**src/rtl/game_pkg.sv**
```systemverilog
// Shared game-core package: playfield bounds, obstacle count, game modes.
// Imported by the obstacle generator and the player/collision block.
package game_pkg;

   localparam int UPPER_BOUND    = 20;
   localparam int LOWER_BOUND    = 460;
   localparam int PLAYER_X_LEFT  = 160;
   localparam int PLAYER_X_RIGHT = 200;
   localparam int N_OBSTACLES    = 10;

   typedef enum logic [1:0] {
      GM_CLEAR = 2'b00,
      GM_RUN   = 2'b01,
      GM_PAUSE = 2'b10,
      GM_CRASH = 2'b11
   } gamemode_t;

   function automatic logic [9:0] sat_add(
      input logic [9:0] a,
      input logic [2:0] b
   );
      logic [10:0] s;
      s = {1'b0, a} + {8'd0, b};
      return (s > 11'd999) ? 10'd999 : s[9:0];
   endfunction

endpackage

```
**src/rtl/lfsr16.sv**
```systemverilog
// Free-running 16-bit Fibonacci LFSR, taps 15/13/12/10.
// Only reset reloads the seed.
module lfsr16 #(
   parameter logic [15:0] SEED = 16'hACE1
) (
   input  logic        clk,
   input  logic        rst_n,
   output logic [15:0] q
);

   logic fb;

   assign fb = q[15] ^ q[13] ^ q[12] ^ q[10];

   always_ff @(posedge clk or negedge rst_n) begin
      if (!rst_n) q <= SEED;
      else        q <= {q[14:0], fb};
   end

endmodule

```
**src/rtl/obstacle_gen.sv**
```systemverilog
// Obstacle generator: spawns, scrolls and retires column pairs,
// keeps the pass score and derives the scroll speed from it.
module obstacle_gen
   import game_pkg::*;
#(
   parameter int          N_COLS         = 5,
   parameter int          SPAWN_X        = 640,
   parameter int          COL_WIDTH      = 40,
   parameter int          GAP_SIZE       = 120,
   parameter int          GAP_TOP_MIN    = 60,
   parameter int          FIRST_DELAY    = 30,
   parameter int          SPAWN_INTERVAL = 90,
   parameter int          BASE_SPEED     = 2,
   parameter int          MAX_SPEED      = 8,
   parameter logic [15:0] LFSR_SEED      = 16'hACE1
) (
   input  logic                      clk,
   input  logic                      rst_n,
   input  logic [1:0]                gamemode,
   output logic [2*N_COLS-1:0][9:0]  obstacle_x_left,
   output logic [2*N_COLS-1:0][9:0]  obstacle_x_right,
   output logic [2*N_COLS-1:0][8:0]  obstacle_y_up,
   output logic [2*N_COLS-1:0][8:0]  obstacle_y_down,
   output logic [9:0]                score,
   output logic [3:0]                scroll_speed
);

   localparam int PTR_W = (N_COLS > 1) ? $clog2(N_COLS) : 1;
   localparam int T_MAX = (FIRST_DELAY > SPAWN_INTERVAL) ?
                          FIRST_DELAY : SPAWN_INTERVAL;
   localparam int TMR_W = $clog2(T_MAX + 1);

   gamemode_t gm;

   logic [N_COLS-1:0]       act_q, act_d;
   logic [N_COLS-1:0]       pas_q, pas_d;
   logic [N_COLS-1:0][9:0]  xl_q, xl_d;
   logic [N_COLS-1:0][9:0]  xr_q, xr_d;
   logic [N_COLS-1:0][8:0]  gt_q, gt_d;
   logic [N_COLS-1:0][8:0]  gb_q, gb_d;
   logic [9:0]              score_q, score_d;
   logic [TMR_W-1:0]        tmr_q, tmr_d;
   logic [PTR_W-1:0]        ptr_q, ptr_d;
   logic [15:0]             lfsr_q;
   logic                    lfsr_unused;
   logic [7:0]              spd_raw;
   logic [3:0]              spd;
   logic [9:0]              s10;
   logic [8:0]              gap;
   logic [2:0]              npass;

   assign gm = gamemode_t'(gamemode);

   lfsr16 #(
      .SEED (LFSR_SEED)
   ) u_lfsr (
      .clk   (clk),
      .rst_n (rst_n),
      .q     (lfsr_q)
   );

   // Only the low byte feeds the gap draw.
   assign lfsr_unused = ^lfsr_q[15:8];

   assign spd_raw = 8'(BASE_SPEED) + {1'b0, score_q[9:3]};
   assign spd     = (spd_raw > 8'(MAX_SPEED)) ?
                    4'(MAX_SPEED) : spd_raw[3:0];
   assign s10     = {6'd0, spd};
   assign gap     = 9'(GAP_TOP_MIN) + {1'b0, lfsr_q[7:0]};

   always_comb begin
      act_d   = act_q;
      pas_d   = pas_q;
      xl_d    = xl_q;
      xr_d    = xr_q;
      gt_d    = gt_q;
      gb_d    = gb_q;
      score_d = score_q;
      tmr_d   = tmr_q;
      ptr_d   = ptr_q;
      npass   = '0;
      unique case (gm)
         GM_CLEAR: begin
            act_d   = '0;
            pas_d   = '0;
            xl_d    = '0;
            xr_d    = '0;
            gt_d    = '0;
            gb_d    = '0;
            score_d = '0;
            tmr_d   = TMR_W'(FIRST_DELAY);
            ptr_d   = '0;
         end
         GM_RUN: begin
            for (int k = 0; k < N_COLS; k++) begin
               if (act_q[k]) begin
                  if (xr_q[k] <= s10) begin
                     act_d[k] = 1'b0;
                     pas_d[k] = 1'b0;
                     xl_d[k]  = '0;
                     xr_d[k]  = '0;
                     gt_d[k]  = '0;
                     gb_d[k]  = '0;
                  end else begin
                     xr_d[k] = xr_q[k] - s10;
                     xl_d[k] = (xl_q[k] > s10) ? xl_q[k] - s10 : '0;
                     if (!pas_q[k] &&
                         xr_d[k] < 10'(PLAYER_X_LEFT)) begin
                        pas_d[k] = 1'b1;
                        npass    = npass + 3'd1;
                     end
                  end
               end
            end
            score_d = sat_add(score_q, npass);
            // Eligibility uses the registered flag: a column
            // retiring this frame cannot be refilled yet.
            if (tmr_q == '0) begin
               tmr_d = TMR_W'(SPAWN_INTERVAL - 1);
               if (!act_q[ptr_q]) begin
                  act_d[ptr_q] = 1'b1;
                  pas_d[ptr_q] = 1'b0;
                  xl_d[ptr_q]  = 10'(SPAWN_X);
                  xr_d[ptr_q]  = 10'(SPAWN_X + COL_WIDTH);
                  gt_d[ptr_q]  = gap;
                  gb_d[ptr_q]  = gap + 9'(GAP_SIZE);
                  ptr_d = (ptr_q == PTR_W'(N_COLS - 1)) ?
                          '0 : ptr_q + PTR_W'(1);
               end
            end else begin
               tmr_d = tmr_q - TMR_W'(1);
            end
         end
         GM_PAUSE, GM_CRASH: ;
      endcase
   end

   always_ff @(posedge clk or negedge rst_n) begin
      if (!rst_n) begin
         act_q   <= '0;
         pas_q   <= '0;
         xl_q    <= '0;
         xr_q    <= '0;
         gt_q    <= '0;
         gb_q    <= '0;
         score_q <= '0;
         tmr_q   <= TMR_W'(FIRST_DELAY);
         ptr_q   <= '0;
      end else begin
         act_q   <= act_d;
         pas_q   <= pas_d;
         xl_q    <= xl_d;
         xr_q    <= xr_d;
         gt_q    <= gt_d;
         gb_q    <= gb_d;
         score_q <= score_d;
         tmr_q   <= tmr_d;
         ptr_q   <= ptr_d;
      end
   end

   for (genvar k = 0; k < N_COLS; k++) begin : g_slot
      assign obstacle_x_left[2*k]    = xl_q[k];
      assign obstacle_x_left[2*k+1]  = xl_q[k];
      assign obstacle_x_right[2*k]   = xr_q[k];
      assign obstacle_x_right[2*k+1] = xr_q[k];
      assign obstacle_y_up[2*k]      = act_q[k] ? 9'(UPPER_BOUND) : '0;
      assign obstacle_y_down[2*k]    = gt_q[k];
      assign obstacle_y_up[2*k+1]    = gb_q[k];
      assign obstacle_y_down[2*k+1]  = act_q[k] ? 9'(LOWER_BOUND) : '0;
   end

   assign score        = score_q;
   assign scroll_speed = spd;

endmodule

```
**config.mk**
```make
export PLATFORM = sky130hd
export DESIGN_NAME = obstacle_gen
export DESIGN_NICKNAME = d
export VERILOG_FILES = /design/src/rtl/game_pkg.sv /design/src/rtl/lfsr16.sv /design/src/rtl/obstacle_gen.sv
export SDC_FILE = /design/constraint.sdc
export NUM_CORES = 1
export LEC_CHECK = 0
export ABC_AREA = 1
export CAP_MARGIN = 20
export CORE_MARGIN = 2
export CORE_UTILIZATION = 46
export DETAILED_ROUTE_END_ITERATION = 16
export HOLD_SLACK_MARGIN = 0.12
export PLACE_DENSITY = 0.83
export SLEW_MARGIN = 10
export SYNTH_ARGS = -nofsm -noshare
export SYNTH_HDL_FRONTEND = slang
export SYNTH_SLANG_ARGS = --single-unit
```
**constraint.sdc**
```tcl
create_clock -name clk -period 6.15 [get_ports clk]
set_input_delay 1.5375 -clock clk [delete_from_list [all_inputs] [get_ports clk]]
set_output_delay 1.5375 -clock clk [all_outputs]
set_load 0.02 [all_outputs]
```
Yosys cells after proc, flatten, opt, wreduce, memory -nomap -nowiden
Index checks and enable logic that the tools add are counted.

Reduce and logical (&&, ||, !) cells: 15. Muxes and demuxes: 167. Bitwise operators: 12. $lt $le $gt $ge: 19. Add/sub/neg operators: 20. Equality and inequality tests: 4.

Operator list (count): 2-to-1 mux 10 bit (37); 2-to-1 mux 9 bit (36); 2-to-1 mux 50 bit (4); one-hot mux 50 bit (2 select lines) (2); 2-to-1 mux 45 bit (4); one-hot mux 45 bit (2 select lines) (2); subtractor 10 x 4 -> 10 bit (10); bitwise mux 45 bit (2); 2-to-1 mux 3 bit (20); greater-than comparator 10 x 4 -> 1 bit (5); <= comparator 10 x 4 -> 1 bit (5); less-than comparator 10 x 8 -> 1 bit, second input constant (5); 2-to-1 mux 5 bit (9); AND 40 bit (1); 2-to-1 mux 1 bit (40); NOT 40 bit (1); AND 30 bit (1); demux 10 bit (select 3 bit) (1); NOT 30 bit (1); demux 9 bit (select 3 bit) (1); bitwise OR 20 bit (1); one-hot mux 10 bit (2 select lines) (1); one-hot mux 5 bit (2 select lines) (2); adder 3 x 1 -> 3 bit, second input constant (5); 29 further kinds (41).

Register bits: 236. Input port bits: 4. Output and inout bits: 394.

Logic depth before layout (Yosys ltp)
Depth in word-level cells: 34. Mapped depth: 44. Gate-level depth less buffers: 44.

Hierarchy
From an unflattened synthesis, not the netlist that was laid out.

Cells, all modules: 2117. Area, all modules: 15909.0 µm².

Modules (own cells, without submodules): obstacle_gen (area each 15427.3 µm², cells an instance 2084, instances 1, seq. area each 5510.3 µm²); lfsr16 (area each 481.7 µm², cells an instance 33, instances 1, seq. area each 410.4 µm²).

Worst setup path before layout
Ideal clock, no wire load.

Path type: flip-flop to flip-flop. Start point: register score_q[5] (netlist: score[5]). End point: register score_q[2] (netlist: score[2]). Setup slack: -648 ps. Path buffers: 0. Required time: 6027 ps. Library setup time: 123 ps. Data arrival time: 6675 ps. Cell stages (with the launch flop): 37. Cell sequence: dfrtp_1 -> ha_1 -> nor3_1 -> a2111oi_0 -> nand3_1 -> nor2_1 -> inv_1 -> ha_1 -> nand3_1 -> nand2_1 -> nand2_1 -> nor3b_1 -> nand4_1 -> xor2_1 -> nand2_1 -> nor3_1 -> ha_1 -> nand2_1 -> nand2_1 -> ha_1 -> nand2_1 -> o21ai_2 -> ha_1 -> nand2_1 -> nand2_1 -> ha_1 -> or2_1 -> nand2_1 -> fa_1 -> o22ai_1 -> nand2_1 -> xor2_1 -> nor2_1 -> nand4_1 -> nand2_1 -> o21ai_0 -> nand2_1.

Word-level cells in the longest chain between the ends: 34.

RTL lines: from (decl) (line obstacle_gen.sv:41) `logic [9:0] score_q, score_d;`; from (signal assigned) (line obstacle_gen.sv:156) `score_q <= score_d;`; adder 2 x 7 -> 8 bit * (line obstacle_gen.sv:65) `assign spd_raw = 8'(BASE_SPEED) + {1'b0, score_q[9:3]};`; greater-than comparator 8 x 4 -> 1 bit * (line obstacle_gen.sv:66) `assign spd = (spd_raw > 8'(MAX_SPEED)) ?`; 2-to-1 mux 4 bit * (line obstacle_gen.sv:66); named net scroll_speed[1] (line obstacle_gen.sv:25) `output logic [3:0] scroll_speed`; subtractor 10 x 4 -> 10 bit (line obstacle_gen.sv:105) `xr_d[k] = xr_q[k] - s10;`; less-than comparator 10 x 8 -> 1 bit (line obstacle_gen.sv:108) `xr_d[k] < 10'(PLAYER_X_LEFT)) begin`; logical AND 1 bit (line obstacle_gen.sv:107) `if (!pas_q[k] &&`; 2-to-1 mux 1 bit (line obstacle_gen.sv:107); [19 not listed]; 2-to-1 mux 3 bit (line obstacle_gen.sv:107); 2-to-1 mux 3 bit (line obstacle_gen.sv:97) `if (xr_q[k] <= s10) begin`; 2-to-1 mux 3 bit * (line obstacle_gen.sv:96) `if (act_q[k]) begin`; 2-to-1 mux 3 bit * (line obstacle_gen.sv:82) `unique case (gm)`; adder 10 x 3 -> 11 bit * (line game_pkg.sv:23) `s = {1'b0, a} + {8'd0, b};`; greater-than comparator 11 x 10 -> 1 bit (line game_pkg.sv:24) `return (s > 11'd999) ? 10'd999 : s[9:0];`; 2-to-1 mux 10 bit * (line game_pkg.sv:24); one-hot mux 10 bit (2 select lines) * (line obstacle_gen.sv:82).

The timed path passes the listed nets; every way through them passes the cells marked *. The select of a mux whose other input is x is not followed. A chain may end at the register's enable or synchronous reset.

Worst setup path in the final report
Start point: register score_q[5] (netlist: score[5]). End point: register score_q[8] (netlist: score[8]).

Word-level cells in the longest chain between the ends: 34.

RTL lines (line): adder 2 x 7 -> 8 bit (obstacle_gen.sv:65); greater-than comparator 8 x 4 -> 1 bit (obstacle_gen.sv:66); 2-to-1 mux 4 bit (obstacle_gen.sv:66); subtractor 10 x 4 -> 10 bit (obstacle_gen.sv:105); less-than comparator 10 x 8 -> 1 bit (obstacle_gen.sv:108); logical AND 1 bit (obstacle_gen.sv:107); 2-to-1 mux 1 bit (obstacle_gen.sv:107); 2-to-1 mux 1 bit (obstacle_gen.sv:97); [18 not listed]; 2-to-1 mux 3 bit (obstacle_gen.sv:107); 2-to-1 mux 3 bit (obstacle_gen.sv:97); 2-to-1 mux 3 bit (obstacle_gen.sv:96); 2-to-1 mux 3 bit (obstacle_gen.sv:82); adder 10 x 3 -> 11 bit * (game_pkg.sv:23); greater-than comparator 11 x 10 -> 1 bit (game_pkg.sv:24); 2-to-1 mux 10 bit * (game_pkg.sv:24); one-hot mux 10 bit (2 select lines) * (obstacle_gen.sv:82).

Mark *: on every way between the ends. The rest lies on a longest branch, timed or not. The select of a mux whose other input is x is not followed.

==> summary.md <==
| Metric | Value |
|---|---|
| Final Max Tran Viols | 0 |
| Post-Syn Area | 15600 um^2 |
| Worst-margin pin slew | 0.827 ns |
| Pleak | 9.26 nW |
| Kind of critical path | reg2reg |
| Synth Area per Inst | 7.90 um^2 |
| Power share of the clock group | 49.7% |
| Synthesized flop and latch total | about 240 |
| Largest net degree at the start of global routing | 135 |
| VDD IR-drop max | ~0.2 mV |
| Post-DP HPWL | 33.8 mm |
| Async S/R FF share, synth | 100% |
| CP Data Required Time | between 6 and 7 ns |
| Clock skew | around 0.015 ns |
| Worst setup margin | -0.0350 ns |
| First-pass GRT wire length | 77.9 mm |
| Switching Share | around a quarter |
| Initial DRC Count | 1296 |
| Routed WL | 49.5 mm |
| Clock slew seen by the registers of the worst setup and hold paths | 0.06 ns |
| Clock Path Buffers | 3 |
| Pint | 0.00258 W |
| Vias | 15200 |
| Predominant post-synthesis flop cell | dfrtp_1 |
| Final setup violation count | 3 |
| Via count of the first global-routing pass | around 15000 |
| Seq/Total Area, Yosys | 38.0% |
| Hold Crit Class | reg2reg |
| Switching pwr | between 0.0008 and 0.0009 W |
| Clock Latency Late Sink | about 0.56 ns |
| FP Rows | 67 |
| EDFF count, synth | 0 |
| DRT Pass-1 Iters | 6 |
| GRT Residual Overflow | 0 |
| RePlAce Congestion | 0.912 |
| Initial Util | 46.6% |
| Die area | 35300 um^2 |
| CP max-delay cell | dfrtp_2 |
| Busiest grt layer | met2 |
| Fin crit share | 101% |
| Avg WL per Cell | roughly 18 um |
| RSZ-0062 raised after global routing | true |
| Synth unique cells | 52 |
| DRC | 0 |
| Fin crit period | 6.19 ns |
| CTS tree | yes |
| Status | finished with violations |
| CP arrival | 6.62 ns |
| DP Worst Slack | -0.344 ns |
| Worst Path Max Fanout | 5 |
| Core footprint | 33400 um^2 |
| Reg2Reg Depth | 36 |
| CP startpoint kind | register |
| Layout Nets | 2280 |
| Antenna Violating Nets Remaining | 0 |
| Slew margin rel. | 44.9% |
| Setup_tns | -0.0556 ns |
| Met1 Usage GRT | approximately a third |
| Most used cell, CP | nand2_2 |
| Vias per inst | 5.67 |
| Power share of the sequential group | 46.1% |
| Max cap viols | 0 |
| Met2 Usage GRT | a little over two fifths |
| Failing checks | negative setup slack |
| Hold buffers post-CTS | 0 |
| Clk sinks | 236 |
| Combinational share of power | 4.2% |
| Layout area overhead | 28.2% |
| I/O pin total | about 400 |
| PwrDens | 170 nW/um^2 |
| Layout cells sized above 1 | 10.7% |
| Reg2reg setup slack | -0.04 ns |
| CTS Buf Count | 27 |
| Hold Path Stages | 0 |
| Root Driver | clkbuf_16 |
| Syn Inst Count | about 2000 |
| Total GRT Usage | 27.0% |
| CP peak stage delay | ~0.45 ns |
| M3 GR Usage | under 10% |
| Initial antenna violation count | 2 |
| Port-buffer cells | 342 |
| Syn. warnings | 0 |
| Crit path capture type | register |
| Height of the die | 188 um |
| CTS H-Tree Depth | 1 |
| Fmax | 162 MHz |
| Die width | 188 um |
| Number of hold violations in the final report | 0 |
## power by group through the flow
stage	clock network [W]	logic, W	registers (W)
after CTS	0.00171	0.000144	0.00156
after global routing	0.00177	0.000157	0.00156
after floorplan	0	0.000109	0.00159
final	0.00168	0.000143	0.00156
after global placement	0	0.000140	0.00159
after detailed placement	0	0.000144	0.00159
## synthesized netlist by cell type (5+ instances only)
cell type / count / area [um^2]
o211ai_1: 12 / 90.1
inv_1: 204 / 766
a22oi_1: 42 / 315
clkinv_1: 6 / 22.5
ha_1: 53 / 663
buf_1: 6 / 22.5
xnor2_1: 7 / 61.3
clkbuf_1: 39 / 146
a32oi_1: 11 / 96.3
dfstp_2: 12 / 315
buf_2: 14 / 70.1
nand2_1: 409 / 1540
o21ai_1: 16 / 80.1
buf_4: 188 / 1410
dfrtp_1: 224 / 5610
nor2_2: 5 / 31.3
nand2_2: 6 / 37.5
nand3_1: 110 / 551
o21ai_0: 180 / 901
nand2_4: 5 / 56.3
nand4_1: 26 / 163
xor2_1: 60 / 526
a22o_1: 40 / 350
or2_2: 14 / 87.6
nor2_1: 100 / 375
fa_1: 11 / 220
o22ai_1: 77 / 482
a21oi_1: 44 / 220
nor3_1: 20 / 100
## registers in the layout, summed over array words and instances (netlist names)
register,flops
obstacle_y_down,45
ptr_q,3
pas_q,5
obstacle_x_right,50
u_lfsr.q,16
obstacle_y_up,45
tmr_q,7
obstacle_x_left,50
act_q,5
score,10
## worst max-delay path: cells and delay by family (launching register included)
kind / cells / cell delay [ns]
adders and majority gates: 7 / 1.90
DFF: 1 / 0.45
xor gates and xnor gates: 2 / 0.47
and+or+nand+nor: 21 / 2.40
AOI/OAI and AO/OA: 4 / 0.53
buffers and inverters: 2 / 0.30
## cell families after synthesis
logic type,count (synthesis),synth area share (%)
simple gates,704,19.4
buf+inv,462,15.9
compound gates,438,17.2
flops,236,38.0
xor+xnor,67,3.77
fa+ha+maj,64,5.67
other cells,1,0.0241
## metrics by stage
step | hold WS (ns) | power, W | instance area [um^2] | instances | util (%)
after floorplan | 0.331 | 0.00170 | 15900 | 2026 | -
after CTS | 0.351 | 0.00341 | 19700 | 2668 | 58.8
after global routing | 0.366 | 0.00349 | 20000 | 2682 | 59.7
after global placement | 0.335 | 0.00173 | 18400 | 2588 | 54.9
after detailed placement | 0.338 | 0.00173 | 18400 | 2589 | 54.9
final | 0.349 | 0.00339 | 20000 | 2682 | 59.7
## timing repair
action	CTS	global route
endpoints found under the setup margin	9	10
gates resized for setup	36	47
pin swaps	37	41
buffers inserted	29	13
## area by class of cell
class                      instances  area (um^2)
fill                            2846        13500
timing repair buffer             407         3950
clock buffer                      44          830
inverter                         212          801
tap                              448          561
multi-input combinational       1328         7800
clock inverter                     6         95.1
sequential                       236         5930
antenna                            1         2.50
## per-layer routing
layer	routed length, um	vias to the layer above
li1	-	6874
met1	19400	7332
met2	23200	814
met3	4470	174
met4	2500	2
met5	13	-
## layout by cell type (no fill, tap or decap), drive strengths merged, types with 12 or more instances in the layout
cell / netlist / layout
dfrtp: 224 / 224
nand3: 111 / 111
buf: 211 / 67
xor2: 60 / 60
a21oi: 44 / 44
nand4: 26 / 26
clkdlybuf4s50: 0 / 340
a22oi: 43 / 43
ha: 53 / 53
inv: 206 / 205
or2: 15 / 15
a22o: 40 / 40
o21ai: 197 / 197
o22ai: 77 / 77
nor3: 22 / 22
o211ai: 13 / 13
nand2: 420 / 420
clkbuf: 39 / 44
conb: 1 / 55
nor2: 107 / 107
dfstp: 12 / 12
## worst paths after layout
kind                                  start                    to
max in group asynchronous             rst_n   obstacle_x_right[2]
worst max-delay path               score[5]              score[8]
worst max register to register     score[5]              score[8]
worst min-delay path            u_lfsr.q[8]           u_lfsr.q[9]
min in group asynchronous             rst_n  obstacle_x_right[87]
worst min register to register  u_lfsr.q[8]           u_lfsr.q[9]
No activity file was read; power rests on OpenSTA's default activity.
